`src/rtl/vga_frame_reader.sv`:
```
// Read-side VGA scanner: generates raster timing and streams framebuffer words to the pin driver.
// Define VGA_PIXEL_DOUBLE_EN to scan a quarter-size buffer with every word repeated 2x2.
module vga_frame_reader #(
  parameter int DATA_WIDTH    = 12,
  parameter int ADDRESS_WIDTH = 19,
  parameter int CLK_DIV       = 4,
  parameter int H_ACTIVE      = 640,
  parameter int H_FP          = 16,
  parameter int H_SYNC        = 96,
  parameter int H_BP          = 48,
  parameter int V_ACTIVE      = 480,
  parameter int V_FP          = 10,
  parameter int V_SYNC        = 2,
  parameter int V_BP          = 33
) (
  input  logic                     clk,
  input  logic                     reset_n,
  input  logic                     enable,
  output logic                     ram_wEn,
  output logic [ADDRESS_WIDTH-1:0] ram_addr,
  input  logic [DATA_WIDTH-1:0]    ram_dataOut,
  output logic [DATA_WIDTH-1:0]    pixel,
  output logic                     hSync,
  output logic                     vSync,
  output logic                     active,
  output logic                     frame_start,
  output logic                     scanning
);

  localparam int H_TOTAL = H_ACTIVE + H_FP + H_SYNC + H_BP;
  localparam int V_TOTAL = V_ACTIVE + V_FP + V_SYNC + V_BP;
  localparam int DIV_W   = $clog2(CLK_DIV);
  localparam int HW      = $clog2(H_TOTAL);
  localparam int VW      = $clog2(V_TOTAL);

  typedef enum logic {IDLE, SCAN} state_t;

  state_t           state, state_next;
  logic [DIV_W-1:0] div;
  logic [HW-1:0]    h;
  logic [VW-1:0]    v;
  logic tick, frame_begin, frame_end, h_last, h_end, last_line;
  logic visible, hsync_raw, vsync_raw, scan_tick;

  always_comb begin
    tick        = (int'(div) == CLK_DIV - 1);
    h_last      = (int'(h) == H_TOTAL - 1);
    h_end       = (int'(h) == H_ACTIVE - 1);
    last_line   = (int'(v) == V_ACTIVE - 1);
    frame_begin = (h == '0) && (v == '0);
    frame_end   = h_last && (int'(v) == V_TOTAL - 1);
    visible     = (int'(h) < H_ACTIVE) && (int'(v) < V_ACTIVE);
    hsync_raw   = !((int'(h) >= H_ACTIVE + H_FP) && (int'(h) < H_ACTIVE + H_FP + H_SYNC));
    vsync_raw   = !((int'(v) >= V_ACTIVE + V_FP) && (int'(v) < V_ACTIVE + V_FP + V_SYNC));
  end

  // NOTE: sequential state uses non-blocking assignments so every register samples pre-edge values.
  always_ff @(posedge clk or negedge reset_n) begin
    if (!reset_n) begin
      div <= '0;
      h   <= '0;
      v   <= '0;
    end else begin
      div <= tick ? '0 : div + 1'b1;
      if (tick) begin
        if (h_last) begin
          h <= '0;
          v <= (int'(v) == V_TOTAL - 1) ? '0 : v + 1'b1;
        end else begin
          h <= h + 1'b1;
        end
      end
    end
  end

  always_ff @(posedge clk or negedge reset_n) begin
    if (!reset_n) state <= IDLE;
    else          state <= state_next;
  end

  // NOTE: the next state gets a default first so no latch is inferred on unlisted paths.
  always_comb begin
    state_next = state;
    if (tick) begin
      case (state)
        IDLE:    if (frame_begin && enable) state_next = SCAN;
        SCAN:    if (frame_end && !enable)  state_next = IDLE;
        default: state_next = IDLE;
      endcase
    end
  end

  // Gate on the next state so the first pixel of a newly enabled frame is fetched too.
  assign scan_tick = tick && visible && (state_next == SCAN);

`ifdef VGA_PIXEL_DOUBLE_EN
  logic [ADDRESS_WIDTH-1:0] line_base;

  always_ff @(posedge clk or negedge reset_n) begin
    if (!reset_n) begin
      ram_addr  <= '0;
      line_base <= '0;
    end else if (tick && frame_end) begin
      ram_addr  <= '0;
      line_base <= '0;
    end else begin
      if (scan_tick && (h == '0) && !v[0]) line_base <= ram_addr;
      // Odd lines re-read the row fetched by the even line just above them.
      if (tick && (state_next == SCAN) && h_last && !v[0] && (int'(v) < V_ACTIVE - 1))
        ram_addr <= line_base;
      else if (scan_tick && h[0] && !(h_end && (!v[0] || last_line)))
        ram_addr <= ram_addr + 1'b1;
    end
  end
`else
  always_ff @(posedge clk or negedge reset_n) begin
    if (!reset_n) begin
      ram_addr <= '0;
    end else if (tick && frame_end) begin
      ram_addr <= '0;
    end else if (scan_tick && !(h_end && last_line)) begin
      ram_addr <= ram_addr + 1'b1;
    end
  end
`endif

  // Data returns one tick after its address, so the timing strobes are delayed to match.
  always_ff @(posedge clk or negedge reset_n) begin
    if (!reset_n) begin
      pixel  <= '0;
      active <= 1'b0;
      hSync  <= 1'b1;
      vSync  <= 1'b1;
    end else if (tick) begin
      pixel  <= scan_tick ? ram_dataOut : '0;
      active <= visible;
      hSync  <= hsync_raw;
      vSync  <= vsync_raw;
    end
  end

  assign frame_start = tick && frame_begin;
  assign scanning    = (state == SCAN);
  assign ram_wEn     = 1'b0;

endmodule

```
`config.mk`:
```
export PLATFORM = sky130hd
export DESIGN_NAME = vga_frame_reader
export DESIGN_NICKNAME = d
export VERILOG_FILES = /design/src/rtl/vga_frame_reader.sv
export SDC_FILE = /design/constraint.sdc
export NUM_CORES = 1
export LEC_CHECK = 0
export BUFFER_PORTS_ARGS = -buffer_cell sky130_fd_sc_hd__buf_2
export CAP_MARGIN = 20
export CELL_PAD_IN_SITES_DETAIL_PLACEMENT = 1
export CELL_PAD_IN_SITES_GLOBAL_PLACEMENT = 1
export CORE_MARGIN = 4
export CORE_UTILIZATION = 46
export DETAILED_ROUTE_END_ITERATION = 16
export PLACE_DENSITY_LB_ADDON = 0.1
export SYNTH_ARGS = -nofsm -noshare
export SYNTH_HDL_FRONTEND = slang
export SYNTH_SLANG_ARGS = --single-unit
export TNS_END_PERCENT = 20
```
`constraint.sdc`:
```
create_clock -name clk -period 4.3 [get_ports clk]
set_clock_uncertainty 0.15 [all_clocks]
set_input_delay 0.645 -clock clk [delete_from_list [all_inputs] [get_ports clk]]
set_output_delay 0.645 -clock clk [all_outputs]
set_load 0.01 [all_outputs]
```
Yosys cells after proc, flatten, opt, wreduce, memory -nomap -nowiden
Cells that the tools add are included.
{ "classes": {"n_addsub": 4, "bitwise": 1, "n_mux": 10, "eq_ne": 5, "n_reduce_logical": 21, "magnitude_cmp": 6} }
{ "op_table": {"columns": ["cell", "count"], "rows": [
  ["2-to-1 mux 19 bit", 2],
  ["== test 10 bit, second input constant", 3],
  ["adder 10 x 1 -> 10 bit, second input constant", 2],
  ["logical NOT 10 bit", 2],
  ["< comparator 10 bit, second input constant", 2],
  ["< comparator 10 x 9 -> 1 bit, second input constant", 2],
  ["2-to-1 mux 10 bit", 2],
  ["adder 19 x 1 -> 19 bit, second input constant", 1],
  ["logical AND 1 bit", 13],
  ["2-to-1 mux 12 bit", 1],
  ["== test 10 x 9 -> 1 bit, second input constant", 1],
  [">= comparator 10 bit, second input constant", 1],
  [">= comparator 10 x 9 -> 1 bit, second input constant", 1],
  ["logical NOT 1 bit", 4],
  ["2-to-1 mux 1 bit", 3],
  ["adder 2 x 1 -> 2 bit, second input constant", 1],
  ["== test 2 x 1 -> 1 bit, second input constant", 1],
  ["2-to-1 mux 2 bit", 1],
  ["case mux 1 bit (2 select lines)", 1],
  ["AND reduction 2 bit", 1],
  ["nonzero test 2 bit", 1],
  ["NOT 1 bit", 1]
]} }
{ "totals": {"reg_bits": 57} }

Depth between registers and ports, before layout
{ "depth": {"ltp_word": 10, "ltp_mapped": 9, "depth_no_buf": 7} }

Least setup slack after synthesis
OpenSTA, ideal clock, no wires.
{ "synth_timing": {"path_kind": "register to register", "start": "reg v[6]", "end": "reg ram_addr[8]", "path_slack_ps": 1537, "stages_incl_launch_ff": 8, "arrival_ps": 2535, "setup_ps": 78, "path_buffers": 2, "cell_sequence": "dfrtp_1 buf_6 or4_4 or4_4 o31a_1 buf_6 or4_1 a21boi_1"} }
{ "synth_between": {"elab_chain_len": 9, "word_cells_on_any_way": 21, "classes_between": "1 x order compare; 2 x eq/ne; 5 x mux; 13 x reduce/logical"} }
{ "synth_rtl": {"columns": ["item", "line", "source"], "rows": [
  ["from (decl)", "41", "logic [VW-1:0] v;"],
  ["from (signal assigned)", "68", "v <= (int'(v) == V_TOTAL - 1) ? '0 : v + 1'b1;"],
  ["== test 10 bit / logical NOT 10 bit (equally long branches)", "51, 50", null],
  ["logical AND 1 bit (on tied branches)", "51, 50", null],
  ["logical AND 1 bit (on tied branches)", "87, 86", null],
  ["2-to-1 mux 1 bit (on tied branches)", "87, 86", null],
  ["case mux 1 bit (2 select lines)", "85", "case (state)"],
  ["2-to-1 mux 1 bit", "84", "if (tick) begin"],
  ["logical AND 1 bit", "94", "assign scan_tick = tick && visible && (state_next == SCAN);"],
  ["logical AND 1 bit", "121", "end else if (scan_tick && !(h_end && last_line)) begin"],
  ["nonzero test 2 bit (no source line)", null, null],
  ["to (signal assigned)", "122", "ram_addr <= ram_addr + 1'b1;"],
  ["to (decl)", "20", "output logic [ADDRESS_WIDTH-1:0] ram_addr,"]
]} }
Several ways; a longest one is shown, not always the timed one.
A chain may end at the register's enable or synchronous reset.

Final worst setup path
{ "layout_timing": {"start": "reg div[0]", "end": "reg pixel[3]"} }
{ "layout_between": {"elab_chain_len": 4, "word_cells_on_any_way": 5, "classes_between": "1 x eq/ne; 2 x mux; 2 x reduce/logical"} }
{ "layout_rtl": {"columns": ["item", "line", "source"], "rows": [
  ["from (decl)", "39", "logic [DIV_W-1:0] div;"],
  ["from (signal assigned)", "64", "div <= tick ? '0 : div + 1'b1;"],
  ["== test 2 x 1 -> 1 bit (*)", "46", "tick = (int'(div) == CLK_DIV - 1);"],
  ["2-to-1 mux 1 bit / logical AND 1 bit (equally long branches)", "84, 94", null],
  ["logical AND 1 bit", "94", null],
  ["2-to-1 mux 12 bit", "135", "pixel <= scan_tick ? ram_dataOut : '0;"],
  ["to (signal assigned)", "135", null],
  ["to (decl)", "22", "output logic [DATA_WIDTH-1:0] pixel,"]
]} }
Every way passes the cells marked *; elsewhere a longest branch is shown, timed or not.

==> flow_summary.json <==
{
  "cp-startpoint": "div[0]$_DFF_PN0_",
  "dieArea_sq_um": 7710,
  "clk_latency_ns": 0.33,
  "cp.required_ns": 4.42,
  "path_class": "reg2reg",
  "synth.cell_area_sq_um": 2930,
  "hpwl_mm": 5.29,
  "synth.ff_latch_count": 57,
  "die_w_microns": 87.8,
  "grt_start_max_net_pins": 33,
  "cp_slowest_cell": "nor2_1",
  "status": "complete, no violations",
  "n_antenna_cell": 0,
  "fin_crit_sh": 0.780,
  "worst_slack_ns": 0.945,
  "fin_nets": 366,
  "postRouteAntennaNets": 0,
  "final_layout_size_suffix_gt1_frac": 0.220,
  "vias_per_cell": 5.79,
  "cap_viol_max_count": 0,
  "power_density_nw_per_um2": 315,
  "setup_viol_count_final": 0,
  "ys_warn_count": 0,
  "yosysTopAreaCell": "dfrtp_1",
  "drtPass1Iterations": 4,
  "track_usage": 0.210,
  "place.gp.congestion": 0.779,
  "ir_drop_uv": 201,
  "initial_core_util": 0.484,
  "drt_iter0_markers": 97,
  "synth_most_common_cell": "dfrtp_1",
  "cts.sinks": 57,
  "r2r-start": "div[0]$_DFF_PN0_",
  "rows": 28,
  "cp_num_buf_inv": 0,
  "cpPeakStageDelay_ns": 0.66,
  "setup-tns-final_ns": 0,
  "vias": 2459,
  "synth.avg_cell_area_sq_um": 9.87,
  "critPathLaunchType": "flip-flop",
  "wl_per_cell_microns": 17.6,
  "grt_overflow": 0,
  "fmax_ghz": 0.298,
  "synth_edf_count": 0,
  "hold_violations": 0,
  "tightestPinTransition_ns": 0.784,
  "grt_pass1_wl_mm": 12.5,
  "cp_top_family": "simple AND/OR/NAND/NOR gates",
  "hold_buffers": 0,
  "synth_area_leaders": "dfrtp_1, mux2i_1, nand2_1",
  "cts_made_buffers": 9,
  "core_sq_um": 6060,
  "area_delta_synth_final_pct": 16.4,
  "cp_cell_sequence": "ha_1 -> or4bb_1 -> or4_4 -> o31a_1 -> nor2_1 -> a22o_1",
  "rsz0062_at_grt": "no",
  "postCtsSetupBuffers": 0,
  "clk_transition_reported_paths_ns": 0.06,
  "drv_slew": 0,
  "h-tree-depth": 3,
  "drt-total-wl_mm": 7.46,
  "cp-end-kind": "flip-flop",
  "period_needed_ns": 3.35,
  "leakage_nw": 1.64,
  "arrival_ns": 3.47,
  "holdCritPathClass": "in2async",
  "synth_cells": 297,
  "pre_cts_slack_ns": 0.978,
  "cts_root_buffer": "clkbuf_8",
  "slew_headroom": 0.475,
  "cts_tree": "done",
  "async_flop_share": 1.00,
  "drcViolationCount": 0,
  "synth_top_area_frac": 0.469,
  "synth-main-ff-cell": "dfrtp_1",
  "grt_pass1_vias": 2559,
  "antenna_found_initial": 0,
  "postCtsResizedCells": 0,
  "syn_nets": 318,
  "io_buffers": 50,
  "yosysUniqueCellTypes": 41,
  "ys_seq_area_frac": 0.487,
  "cts_max_path_buffers": 2,
  "synthTopCellsByCount": "dfrtp_1, nand2_1, mux2i_1, nand2b_1",
  "io_pins": 52,
  "die_h_microns": 87.8,
  "critPathMaxFanout": 16
}
[layer usage]
metal / share of wire / wire [microns] / track usage / up-vias
met5: 0 / 0 / 0 / -
met1: 0.44 / 3300 / 0.275 / 1227
met3: 0.040 / 296 / 0.0339 / 14
met2: 0.50 / 3750 / 0.347 / 58
met4: 0.016 / 123 / 0.0865 / 0
li1: - / - / - / 1160
[cell families after synthesis]
logic type,count (synthesis),synth area share
flip-flops,57,0.487
adder cells (fa/ha/maj),6,0.0256
other,1,0.00128
XOR/XNOR,10,0.0299
AO/OA/AOI/OAI,37,0.0883
AND/OR/NAND/NOR,139,0.259
multiplexers,19,0.0649
buffers and inverters,28,0.0431
[power breakdown]
part | internal, mW | leakage [nW] | switching, mW | total, mW
sequential | 0.542 | 0.669 | 0.00341 | 0.545
combinational | 0.0136 | 0.878 | 0.0196 | 0.0332
clock | 0.282 | 0.0974 | 0.213 | 0.496
total | 0.838 | 1.64 | 0.236 | 1.07
[worst paths after layout]
| kind | endpoint | slack [ns] | cells after the start |
|---|---|---|---|
| max | pixel[3]$_DFFE_PN0P_ | 0.95 | 6 |
| min | ram_addr[3]$_DFFE_PN0P_ | 0.17 | 1 |
| max reg2reg | pixel[3]$_DFFE_PN0P_ | 0.95 | 6 |
| min reg2reg | div[0]$_DFF_PN0_ | 0.28 | 1 |
| max in group asynchronous | ram_addr[18]$_DFFE_PN0P_ | 2.98 | 2 |
| min in group clk | div[0]$_DFF_PN0_ | 0.28 | 1 |
[per-stage QoR]
stage	total power, mW	utilization	instances	hold WS [ns]	cell area (sq um)
floorplan	0.564	-	297	0.199	2930
detailed placement	0.590	0.531	408	0.272	3220
global placement	0.588	0.531	408	0.265	3220
finish	1.07	0.563	425	0.174	3410
global route	1.12	0.563	425	0.209	3410
CTS	1.09	0.562	424	0.185	3410
[flip-flops by register name (all words and copies together) (netlist names)]
name and count:
h 10, active 1, pixel 12, scanning 1, hSync 1, div 2
ram_addr 19, vSync 1, v 10
[cells in the final DEF, fill, tap and decap left out, types with 5 or more instances in the layout]
master / n
a22o_1: 12
and3_1: 14
buf_2: 50
buf_4: 5
clkbuf_8: 10
dfrtp_1: 55
ha_1: 6
inv_1: 10
mux2i_1: 19
nand2_1: 36
nand2b_1: 16
nand3_1: 12
nand4_1: 14
nor2_1: 14
nor3_1: 5
nor4_1: 8
o21ai_0: 9
o31ai_1: 5
xnor2_1: 5
xor2_1: 5
[layout make-up]
| type | instances | area, sq um |
|---|---|---|
| clock inverters | 3 | 40.0 |
| repair buffers | 55 | 288 |
| flip-flops and latches | 57 | 1430 |
| multi-input cells | 212 | 1380 |
| clock buffers | 13 | 149 |
| inverters | 10 | 37.5 |
| fillers | 715 | 2650 |
| well taps | 75 | 93.8 |
Power figures use the tool's default switching activity.
